<file path="src/rtl/piece_sprite_renderer_if.sv">
// Pixel-path bundle between VGA timing, sprite ROM and one piece renderer.
// master = surrounding VGA/ROM logic, slave = the renderer.
interface piece_sprite_renderer_if #(
  parameter int IDX_W  = 4,
  parameter int ADDR_W = 16
);
  logic [9:0]        DrawX;
  logic [9:0]        DrawY;
  logic              frame_start;
  logic [3:0]        piece_sel;
  logic [9:0]        src_x;
  logic [9:0]        src_y;
  logic [9:0]        dst_x;
  logic [9:0]        dst_y;
  logic              move_start;
  logic              highlight_en;
  logic [ADDR_W-1:0] rom_address;
  logic [IDX_W-1:0]  rom_q;
  logic [IDX_W-1:0]  pixel_index;
  logic              piece_on;
  logic              border_on;
  logic              move_busy;
  logic              move_done;

  modport master (
    output DrawX, DrawY, frame_start, piece_sel, src_x, src_y, dst_x, dst_y,
           move_start, highlight_en, rom_q,
    input  rom_address, pixel_index, piece_on, border_on, move_busy, move_done
  );

  modport slave (
    input  DrawX, DrawY, frame_start, piece_sel, src_x, src_y, dst_x, dst_y,
           move_start, highlight_en, rom_q,
    output rom_address, pixel_index, piece_on, border_on, move_busy, move_done
  );
endinterface

</file>
<file path="src/rtl/piece_sprite_renderer.sv">
// One chess piece drawn from a shared sprite ROM, with transparency, selection
// border and a frame-synchronous slide between two board positions.
module piece_sprite_renderer #(
  parameter int SPRITE_W        = 55,
  parameter int SPRITE_H        = 55,
  parameter int PIECE_TYPES     = 12,
  parameter int IDX_W           = 4,
  parameter int TRANSPARENT_IDX = 0,
  parameter int ROM_LATENCY     = 1,
  parameter int ANIM_LOG2       = 4,
  parameter int BORDER          = 2,
  parameter int ADDR_W          = $clog2(PIECE_TYPES*SPRITE_W*SPRITE_H)
) (
  input logic vga_clk,
  input logic reset_n,
  piece_sprite_renderer_if.slave bus
);
  localparam int PW = 11 + ANIM_LOG2 + 2;
  localparam logic [9:0] SW10  = 10'(SPRITE_W);
  localparam logic [9:0] SH10  = 10'(SPRITE_H);
  localparam logic [9:0] BD10  = 10'(BORDER);
  localparam logic [9:0] SWB10 = 10'(SPRITE_W - BORDER);
  localparam logic [9:0] SHB10 = 10'(SPRITE_H - BORDER);
  localparam logic [ANIM_LOG2:0] STEPS = (ANIM_LOG2+1)'(2**ANIM_LOG2);

  typedef enum logic [1:0] {S_IDLE, S_MOVE, S_DONE} state_t;

  state_t               r_state;
  logic [9:0]           r_cur_x, r_cur_y, r_org_x, r_org_y, r_tgt_x, r_tgt_y;
  logic [ANIM_LOG2:0]   r_step;
  logic [3:0]           r_sel;
  logic                 r_hl, r_busy, r_done;
  logic [ROM_LATENCY-1:0] r_hit_sr, r_edge_sr;
  logic [IDX_W-1:0]     r_pix;
  logic                 r_on, r_border;

  logic [ANIM_LOG2:0]   w_step_n;
  logic                 w_last;
  logic [9:0]           w_dx, w_dy;
  logic                 w_hit, w_edge;

  // org + (delta*k) >>> ANIM_LOG2 with a signed 11-bit delta, floor rounding.
  function automatic logic [9:0] interp(input logic [9:0] org, input logic [9:0] tgt,
                                        input logic [ANIM_LOG2:0] k);
    logic signed [10:0]   d;
    logic signed [PW-1:0] de, ke, p;
    d  = $signed({1'b0, tgt}) - $signed({1'b0, org});
    de = PW'(d);
    ke = PW'($signed({1'b0, k}));
    p  = de * ke;
    return org + 10'(p >>> ANIM_LOG2);
  endfunction

  assign w_step_n = r_step + (ANIM_LOG2+1)'(1);
  assign w_last   = (w_step_n == STEPS);

  always_ff @(posedge vga_clk or negedge reset_n) begin
    if (!reset_n) begin
      r_state <= S_IDLE;
      r_cur_x <= '0; r_cur_y <= '0;
      r_org_x <= '0; r_org_y <= '0;
      r_tgt_x <= '0; r_tgt_y <= '0;
      r_step  <= '0;
      r_sel   <= '0;
      r_hl    <= 1'b0;
      r_busy  <= 1'b0;
      r_done  <= 1'b0;
    end else begin
      r_done <= 1'b0;
      if (bus.frame_start) begin
        r_sel <= bus.piece_sel;
        r_hl  <= bus.highlight_en;
      end
      case (r_state)
        S_IDLE: begin
          if (bus.move_start) begin
            r_org_x <= bus.src_x; r_org_y <= bus.src_y;
            r_tgt_x <= bus.dst_x; r_tgt_y <= bus.dst_y;
            r_cur_x <= bus.src_x; r_cur_y <= bus.src_y;
            r_step  <= '0;
            r_busy  <= 1'b1;
            r_state <= S_MOVE;
          end else if (bus.frame_start) begin
            r_cur_x <= bus.src_x; r_cur_y <= bus.src_y;
          end
        end
        S_MOVE: begin
          if (bus.frame_start) begin
            r_step <= w_step_n;
            if (w_last) begin
              // land exactly on the target regardless of rounding
              r_cur_x <= r_tgt_x; r_cur_y <= r_tgt_y;
              r_busy  <= 1'b0;
              r_done  <= 1'b1;
              r_state <= S_DONE;
            end else begin
              r_cur_x <= interp(r_org_x, r_tgt_x, w_step_n);
              r_cur_y <= interp(r_org_y, r_tgt_y, w_step_n);
            end
          end
        end
        S_DONE:  r_state <= S_IDLE;
        default: r_state <= S_IDLE;
      endcase
    end
  end

  // 10-bit wrap makes pixels left of / above the sprite look huge and miss.
  assign w_dx   = bus.DrawX - r_cur_x;
  assign w_dy   = bus.DrawY - r_cur_y;
  assign w_hit  = (w_dx < SW10) && (w_dy < SH10) && ({1'b0, r_sel} < 5'(PIECE_TYPES));
  assign w_edge = w_hit && ((w_dx < BD10) || (w_dy < BD10) || (w_dx >= SWB10) || (w_dy >= SHB10));

  assign bus.rom_address = w_hit ? ADDR_W'(32'(r_sel) * 32'(SPRITE_W*SPRITE_H)
                                          + 32'(w_dy) * 32'(SPRITE_W) + 32'(w_dx))
                                 : '0;

  always_ff @(posedge vga_clk or negedge reset_n) begin
    if (!reset_n) begin
      r_hit_sr  <= '0;
      r_edge_sr <= '0;
      r_pix     <= '0;
      r_on      <= 1'b0;
      r_border  <= 1'b0;
    end else begin
      r_hit_sr  <= ROM_LATENCY'({r_hit_sr, w_hit});
      r_edge_sr <= ROM_LATENCY'({r_edge_sr, w_edge});
      r_pix     <= r_hit_sr[ROM_LATENCY-1] ? bus.rom_q : '0;
      r_on      <= r_hit_sr[ROM_LATENCY-1] && (bus.rom_q != IDX_W'(TRANSPARENT_IDX));
      r_border  <= r_edge_sr[ROM_LATENCY-1] && r_hl;
    end
  end

  assign bus.pixel_index = r_pix;
  assign bus.piece_on    = r_on;
  assign bus.border_on   = r_border;
  assign bus.move_busy   = r_busy;
  assign bus.move_done   = r_done;
endmodule

</file>
<file path="src/flat_wrapper.sv">
// flat-port wrapper written by rule: the top's interface ports become plain ports
module piece_sprite_renderer_flat 
#(
  parameter int SPRITE_W        = 55,
  parameter int SPRITE_H        = 55,
  parameter int PIECE_TYPES     = 12,
  parameter int IDX_W           = 4,
  parameter int TRANSPARENT_IDX = 0,
  parameter int ROM_LATENCY     = 1,
  parameter int ANIM_LOG2       = 4,
  parameter int BORDER          = 2,
  parameter int ADDR_W          = $clog2(PIECE_TYPES*SPRITE_W*SPRITE_H)
)
  (vga_clk, reset_n, bus_DrawX, bus_DrawY, bus_frame_start, bus_piece_sel, bus_src_x, bus_src_y, bus_dst_x, bus_dst_y, bus_move_start, bus_highlight_en, bus_rom_q, bus_rom_address, bus_pixel_index, bus_piece_on, bus_border_on, bus_move_busy, bus_move_done);
  piece_sprite_renderer_if #(.IDX_W(IDX_W), .ADDR_W(ADDR_W)) bus_i ();
  input logic vga_clk;
  input logic reset_n;
  input wire logic [$bits(bus_i.DrawX)-1:0] bus_DrawX;
  input wire logic [$bits(bus_i.DrawY)-1:0] bus_DrawY;
  input wire logic [$bits(bus_i.frame_start)-1:0] bus_frame_start;
  input wire logic [$bits(bus_i.piece_sel)-1:0] bus_piece_sel;
  input wire logic [$bits(bus_i.src_x)-1:0] bus_src_x;
  input wire logic [$bits(bus_i.src_y)-1:0] bus_src_y;
  input wire logic [$bits(bus_i.dst_x)-1:0] bus_dst_x;
  input wire logic [$bits(bus_i.dst_y)-1:0] bus_dst_y;
  input wire logic [$bits(bus_i.move_start)-1:0] bus_move_start;
  input wire logic [$bits(bus_i.highlight_en)-1:0] bus_highlight_en;
  input wire logic [$bits(bus_i.rom_q)-1:0] bus_rom_q;
  output wire logic [$bits(bus_i.rom_address)-1:0] bus_rom_address;
  output wire logic [$bits(bus_i.pixel_index)-1:0] bus_pixel_index;
  output wire logic [$bits(bus_i.piece_on)-1:0] bus_piece_on;
  output wire logic [$bits(bus_i.border_on)-1:0] bus_border_on;
  output wire logic [$bits(bus_i.move_busy)-1:0] bus_move_busy;
  output wire logic [$bits(bus_i.move_done)-1:0] bus_move_done;
  assign bus_i.DrawX = bus_DrawX;
  assign bus_i.DrawY = bus_DrawY;
  assign bus_i.frame_start = bus_frame_start;
  assign bus_i.piece_sel = bus_piece_sel;
  assign bus_i.src_x = bus_src_x;
  assign bus_i.src_y = bus_src_y;
  assign bus_i.dst_x = bus_dst_x;
  assign bus_i.dst_y = bus_dst_y;
  assign bus_i.move_start = bus_move_start;
  assign bus_i.highlight_en = bus_highlight_en;
  assign bus_i.rom_q = bus_rom_q;
  assign bus_rom_address = bus_i.rom_address;
  assign bus_pixel_index = bus_i.pixel_index;
  assign bus_piece_on = bus_i.piece_on;
  assign bus_border_on = bus_i.border_on;
  assign bus_move_busy = bus_i.move_busy;
  assign bus_move_done = bus_i.move_done;
  piece_sprite_renderer #(.SPRITE_W(SPRITE_W), .SPRITE_H(SPRITE_H), .PIECE_TYPES(PIECE_TYPES), .IDX_W(IDX_W), .TRANSPARENT_IDX(TRANSPARENT_IDX), .ROM_LATENCY(ROM_LATENCY), .ANIM_LOG2(ANIM_LOG2), .BORDER(BORDER), .ADDR_W(ADDR_W)) u_core (.vga_clk(vga_clk), .reset_n(reset_n), .bus(bus_i));
endmodule
</file>
<file path="config.mk">
export PLATFORM = sky130hd
export DESIGN_NAME = piece_sprite_renderer_flat
export DESIGN_NICKNAME = d
export VERILOG_FILES = /design/src/rtl/piece_sprite_renderer_if.sv /design/src/rtl/piece_sprite_renderer.sv /design/src/flat_wrapper.sv
export SDC_FILE = /design/constraint.sdc
export NUM_CORES = 1
export LEC_CHECK = 0
export CORE_ASPECT_RATIO = 1.5
export CORE_UTILIZATION = 55
export CTS_CLUSTER_DIAMETER = 60
export CTS_CLUSTER_SIZE = 24
export DETAILED_ROUTE_END_ITERATION = 16
export DONT_BUFFER_PORTS = 1
export PLACE_DENSITY = 0.73
export SYNTH_ARGS = -nofsm -noshare
export SYNTH_HDL_FRONTEND = slang
export SYNTH_SLANG_ARGS = --single-unit
</file>
<file path="constraint.sdc">
create_clock -name vga_clk -period 9.5 [get_ports vga_clk]
set_clock_uncertainty 0.1 [all_clocks]
set_input_delay 1.9 -clock vga_clk [delete_from_list [all_inputs] [get_ports vga_clk]]
set_output_delay 1.9 -clock vga_clk [all_outputs]
set_load 0.005 [all_outputs]
</file>
==> flow_summary.json, run 1 <==
{
  "run_status": "completed",
  "rsz0062_at_grt": "yes",
  "dieWidth_um": 121,
  "grt.total_usage": 0.271,
  "synth-edff-count": 0,
  "antenna_cells": 0,
  "synth_flop_cell": "dfrtp_1",
  "yosys-mux-area-fraction": 0.0244,
  "dr.pass1.iters": 5,
  "setup_viol": 0,
  "root_buffer": "clkbuf_16",
  "num_vias": 9354,
  "fin_crit_ns": 9.45,
  "grt_pass1_vias": 9769,
  "synth_top_area_frac": 0.204,
  "design_area_um2": 13000,
  "placedInstanceArea_um2": 12300,
  "worst_ep_arrival_time_ns": 7.45,
  "relSlewSlack": 0.175,
  "grt_start_max_net_pins": 83,
  "yosys.area_share.simple": 0.131,
  "synthCells": 1347,
  "slew_viol_final": 0,
  "hp-start": "u_core.r_edge_sr",
  "ys_types": 63,
  "cts_max_level": 3,
  "async_flop_share": 1.00,
  "fp.dieArea_um2": 22000,
  "start_kind": "input pin",
  "syn_to_final_growth_pct": 10.6,
  "grt_pass1_wl_um": 46500,
  "clk_latency_ns": 0.36,
  "post-route-period-util": 0.994,
  "synthTopCellsByArea": "fa_1, dfrtp_1, ha_1",
  "cts_tree": "done",
  "critPathLaunch": "bus_DrawY[1]",
  "antenna_found_initial": 0,
  "wl_per_cell_um": 17.4,
  "synth_most_common_cell": "inv_1",
  "final_hold_viol_count": 0,
  "initial_core_util": 0.560,
  "tightest_slew_ns": 1.24,
  "synthXorXnorAreaFrac": 0.0649,
  "syn_area_um2": 11800,
  "postSynthAreaPerCell_um2": 8.73,
  "cts_buffer_depth": 2,
  "drc": 0,
  "synth_top_area_cell": "fa_1",
  "synth_top_family_by_area": "adder cells",
  "die_y_um": 181,
  "vias_per_cell": 5.67,
  "wl_um": 28600,
  "endpoint_kind": "output port",
  "seq_area_frac_synth": 0.175,
  "ys_warn_count": 0,
  "ant_nets": 0,
  "cts_buffers": 9,
  "clk_pin_slew_worst_paths_ns": 0.07,
  "clkSinkCount": 82,
  "portBuffers": 0,
  "core_area_um2": 21000,
  "path_max_fanout": 3,
  "drt-initial-drc-count": 445,
  "gp_congestion": 0.922,
  "path_class": "in2out",
  "synthAdderAreaFrac": 0.374,
  "rows": 65,
  "syn_nets": 1699,
  "dp_hpwl_um": 22600,
  "final_nets": 1728,
  "grt.overflow.total": 0,
  "fmax_ghz": 0.106,
  "post_route_cells_drive_above_1_share": 0.117,
  "ys_seq_elements": 82,
  "synth_commonest_cells": "inv_1, ha_1, nor2_1",
  "synth_compound_area_frac": 0.135,
  "hp-class": "reg2reg",
  "post-route-util": 0.620,
  "cap_violations": 0,
  "rr_startpoint": "u_core.r_tgt_x[0]",
  "ios": 97,
  "cp_data_required_time_ns": 7.50
}
[routing by layer]
| layer | vias up | wire (um) | global-route usage |
|---|---|---|---|
| li1 | 4436 | - | - |
| met1 | 4628 | 10600 | 0.285 |
| met2 | 218 | 15900 | 0.523 |
| met3 | 72 | 851 | 0.0259 |
| met4 | 0 | 1260 | 0.134 |
| met5 | - | 0 | 0 |
[worst max-delay path: stages]
cell and delay, ns:
ha_1 0.28, nor2b_2 0.16, o21ai_2 0.15, a21boi_1 0.09, o21ai_1 0.20, a21boi_2 0.10
o21ai_2 0.19, buf_4 0.15, nand3_2 0.07, and3_4 0.18, fa_2 0.54, inv_2 0.04
fa_2 0.52, fa_2 0.44, fa_1 0.53, inv_2 0.04, fa_1 0.47, inv_1 0.04
ha_2 0.17, a21o_1 0.18, a21o_1 0.17, nor2_2 0.14, o31ai_2 0.10, nor4_1 0.32
a41oi_1 0.07, a21oi_1 0.20
[final timing paths]
| path | end | slack [ns] | depth (start not counted) |
|---|---|---|---|
| worst max-delay path | bus_rom_address[15] | 0.05 | 26 |
| worst min-delay path | u_core.bus.border_on | 0.37 | 1 |
| worst max register to register | u_core.r_cur_x[9] | 2.38 | 27 |
| worst min register to register | u_core.bus.border_on | 0.37 | 1 |
| max in group asynchronous | u_core.r_org_y[8] | 8.03 | 0 |
| min in group asynchronous | u_core.r_sel[0] | 1.13 | 0 |
[kinds of logic (layout without fill, tap and decap cells)]
kind of cell	Yosys count	in the layout
muxes	26	26
xor gates and xnor gates	84	84
DFF	82	82
and+or+nand+nor	332	332
adders and majority gates	279	279
buffers and inverters	297	331
AOI/OAI and AO/OA	247	247
[what timing repair did]
| item | CTS | global route |
|---|---|---|
| buffers inserted | 7 | 5 |
| resized for setup | 34 | 36 |
| pin swaps | 36 | 44 |
| hold buffers | 0 | 0 |
| setup endpoints to repair | 8 | 8 |
[layout by cell type, fill, tap and decap left out, types with 7 or more instances in the layout]
cell type,netlist,routed
a211oi_1,11,11
a21o_1,18,18
a21oi_1,59,55
and2_1,9,9
and3_1,11,10
buf_4,0,50
clkbuf_16,0,9
dfrtp_1,82,82
fa_1,120,113
fa_2,0,7
ha_1,159,152
inv_1,262,252
inv_2,0,9
mux2_2,21,21
nand2_1,66,65
nand2b_1,14,14
nand3_1,14,12
nor2_1,145,139
nor2b_1,20,19
nor3_1,23,23
o211ai_1,19,19
o21a_1,9,9
o21ai_0,68,61
o22ai_1,9,9
or2_2,7,7
xnor2_1,49,44
xor2_1,33,31
[registers in the layout (all words and copies together) (netlist names)]
| name | count |
|---|---|
| u_core.r_state | 2 |
| u_core.r_step | 5 |
| u_core.r_edge_sr | 1 |
| u_core.r_hit_sr | 1 |
| u_core.r_cur_y | 10 |
| u_core.bus.move_done | 1 |
| u_core.r_hl | 1 |
| u_core.r_org_x | 10 |
| u_core.r_cur_x | 10 |
| u_core.r_tgt_y | 10 |
| u_core.bus.piece_on | 1 |
| u_core.bus.pixel_index | 4 |
| u_core.bus.border_on | 1 |
| u_core.r_tgt_x | 10 |
| u_core.r_sel | 4 |
| u_core.bus.move_busy | 1 |
| u_core.r_org_y | 10 |
[final cells by class]
cell class / instances / area, um2
timing repair buffer: 52 / 398
tap: 268 / 335
multi-input combinational: 968 / 8870
fill: 1767 / 7970
clock inverter: 7 / 124
inverter: 263 / 1000
clock buffer: 9 / 225
sequential: 82 / 2050
[metrics by stage]
stage | setup TNS (ns) | hold WS (ns) | instances | setup slack [ns]
3_3_place_gp | -0.528 | 0.344 | 1624 | -0.194
5_1_grt | -0.361 | 0.386 | 1649 | -0.169
6_report | 0 | 0.370 | 1649 | 0.0523
4_1_cts | 0 | 0.378 | 1645 | 0.00937
2_1_floorplan | 0 | 0.334 | 1347 | 0.0154
3_5_place_dp | -1.33 | 0.360 | 1624 | -0.334
Power of run 1 is not shown: default switching activity piles up to over one toggle a cycle in this logic, so the estimate is an artifact.
==> run 2: changes to the inputs <==
--- a/config.mk
+++ b/config.mk
@@ -7,11 +7,14 @@
 export LEC_CHECK = 0
 export CORE_ASPECT_RATIO = 1.5
 export CORE_UTILIZATION = 55
+export CTS_BUF_LIST = sky130_fd_sc_hd__clkbuf_8
 export CTS_CLUSTER_DIAMETER = 60
 export CTS_CLUSTER_SIZE = 24
 export DETAILED_ROUTE_END_ITERATION = 16
 export DONT_BUFFER_PORTS = 1
+export GPL_ROUTABILITY_DRIVEN = 0
 export PLACE_DENSITY = 0.73
+export REMOVE_ABC_BUFFERS = 1
 export SYNTH_ARGS = -nofsm -noshare
 export SYNTH_HDL_FRONTEND = slang
 export SYNTH_SLANG_ARGS = --single-unit
==> flow_summary.json, run 2 (same netlist as run 1, synthesis figures left out) <==
{
  "run_status": "completed",
  "tightest_slew_ns": 1.14,
  "rsz0062_at_grt": "yes",
  "post_route_cells_drive_above_1_share": 0.116,
  "grt_pass1_vias": 9601,
  "initial_core_util": 0.560,
  "grt_pass1_wl_um": 44700,
  "vias_per_cell": 5.60,
  "rr_endpoint": "u_core.r_cur_y[9]",
  "setup_viol": 0,
  "hold_depth": 1,
  "final_common_cell": "inv_1",
  "syn_to_final_growth_pct": 9.80,
  "relSlewSlack": 0.238,
  "ant_nets": 0,
  "slew_viol_final": 0,
  "wl_per_cell_um": 16.8,
  "grt_start_max_net_pins": 83,
  "post-route-period-util": 0.986,
  "grt_use_met3": 0.0313,
  "reg2reg_slack_ns": 2.38,
  "grt.overflow.total": 0,
  "die_y_um": 181,
  "min_to": "u_core.bus.border_on",
  "antenna_found_initial": 0,
  "wl_um": 27900,
  "dieWidth_um": 121,
  "rr_worst_depth": 26,
  "endpoint_kind": "output port",
  "drt-initial-drc-count": 317,
  "cts_buffer_depth": 2,
  "worst_ep_arrival_time_ns": 7.37,
  "final_hold_viol_count": 0,
  "grtUsageMet1": 0.264,
  "clkSinkCount": 82,
  "core_area_um2": 21000,
  "final_nets": 1738,
  "use_met2": 0.516,
  "cts_tree": "done",
  "antenna_cells": 0,
  "placedInstanceArea_um2": 12400,
  "portBuffers": 0,
  "grt.busiest_layer": "met2",
  "design_area_um2": 12900,
  "cts_buffers": 9,
  "hp-start": "u_core.r_edge_sr",
  "path_class": "in2out",
  "clk_latency_ns": 0.39,
  "grt.total_usage": 0.262,
  "cts_hold_buf": 0,
  "start_kind": "input pin",
  "fp.dieArea_um2": 22000,
  "clk_pin_slew_worst_paths_ns": 0.10,
  "fmax_ghz": 0.107,
  "hp-class": "reg2reg",
  "drc": 0,
  "root_buffer": "clkbuf_8",
  "rows": 65,
  "rr_startpoint": "u_core.r_org_y[1]",
  "fin_crit_ns": 9.37,
  "cts_max_level": 3,
  "dr.pass1.iters": 7,
  "num_vias": 9289,
  "path_max_fanout": 3,
  "final_cell_mix": "inv_1, ha_1, nor2_1",
  "dp_hpwl_um": 23000,
  "cap_violations": 0,
  "cp_data_required_time_ns": 7.50,
  "ios": 97
}
-- run 2: worst max-delay path by stage --
stage,from,endpoint,slack (ns),cells after the start
floorplan,bus_DrawY[0],bus_rom_address[15],-0.08,25
global placement,bus_DrawY[0],bus_rom_address[13],-0.21,28
detailed placement,bus_DrawY[0],bus_rom_address[15],-0.34,28
CTS,bus_DrawY[0],bus_rom_address[15],0.006,28
global route,bus_DrawY[0],bus_rom_address[15],-0.08,28
finish,bus_DrawY[0],bus_rom_address[15],0.13,28
-- run 2: final cells by class --
class,count,area (um2)
Clock inverter,6,115
Clock buffer,9,124
Timing Repair Buffer,62,465
Tap cell,268,335
Fill cell,1820,8070
Sequential cell,82,2050
Inverter,263,1000
Multi-Input combinational cell,968,8820
-- run 2: repair_timing --
item                       CTS  global route
pin swaps                   35            33
cloned                       0             0
resized for setup           43            23
setup endpoints to repair    7             8
setup buffers                6             6
-- run 2: layer usage --
layer / up-vias / part of all wire
met3: 62 / 0.038
li1: 4460 / -
met4: 0 / 0.038
met2: 208 / 0.56
met1: 4559 / 0.36
met5: - / 0
-- run 2: metrics by stage --
stage / setup WS (ns) / std cells / utilization / hold slack (ns) / TNS (ns)
after floorplan: -0.0823 / 1313 / - / 0.334 / -0.0823
after global placement: -0.207 / 1632 / 0.589 / 0.340 / -0.560
after detailed placement: -0.340 / 1632 / 0.589 / 0.350 / -1.40
after CTS: 0.00572 / 1653 / 0.609 / 0.374 / 0
after global routing: -0.0781 / 1658 / 0.615 / 0.400 / -0.236
final: 0.134 / 1658 / 0.615 / 0.369 / 0
-- run 2: worst max-delay path, stage by stage --
cell      delay (ns)
clkinv_8        0.02
ha_4            0.11
inv_2           0.03
fa_2            0.33
nand2_1         0.08
nand2_1         0.07
a21oi_2         0.19
o21ai_1         0.10
a21oi_2         0.16
o21ai_1         0.08
a21oi_2         0.25
xnor2_2         0.14
buf_4           0.16
ha_1            0.29
fa_1            0.49
fa_1            0.52
fa_1            0.53
inv_1           0.06
fa_1            0.52
inv_2           0.05
ha_4            0.22
a21o_1          0.17
a21o_1          0.20
nor2_4          0.13
o31ai_4         0.09
nor4_2          0.21
a41oi_1         0.07
a21oi_1         0.19
Power of run 2 is left out for the same reason.
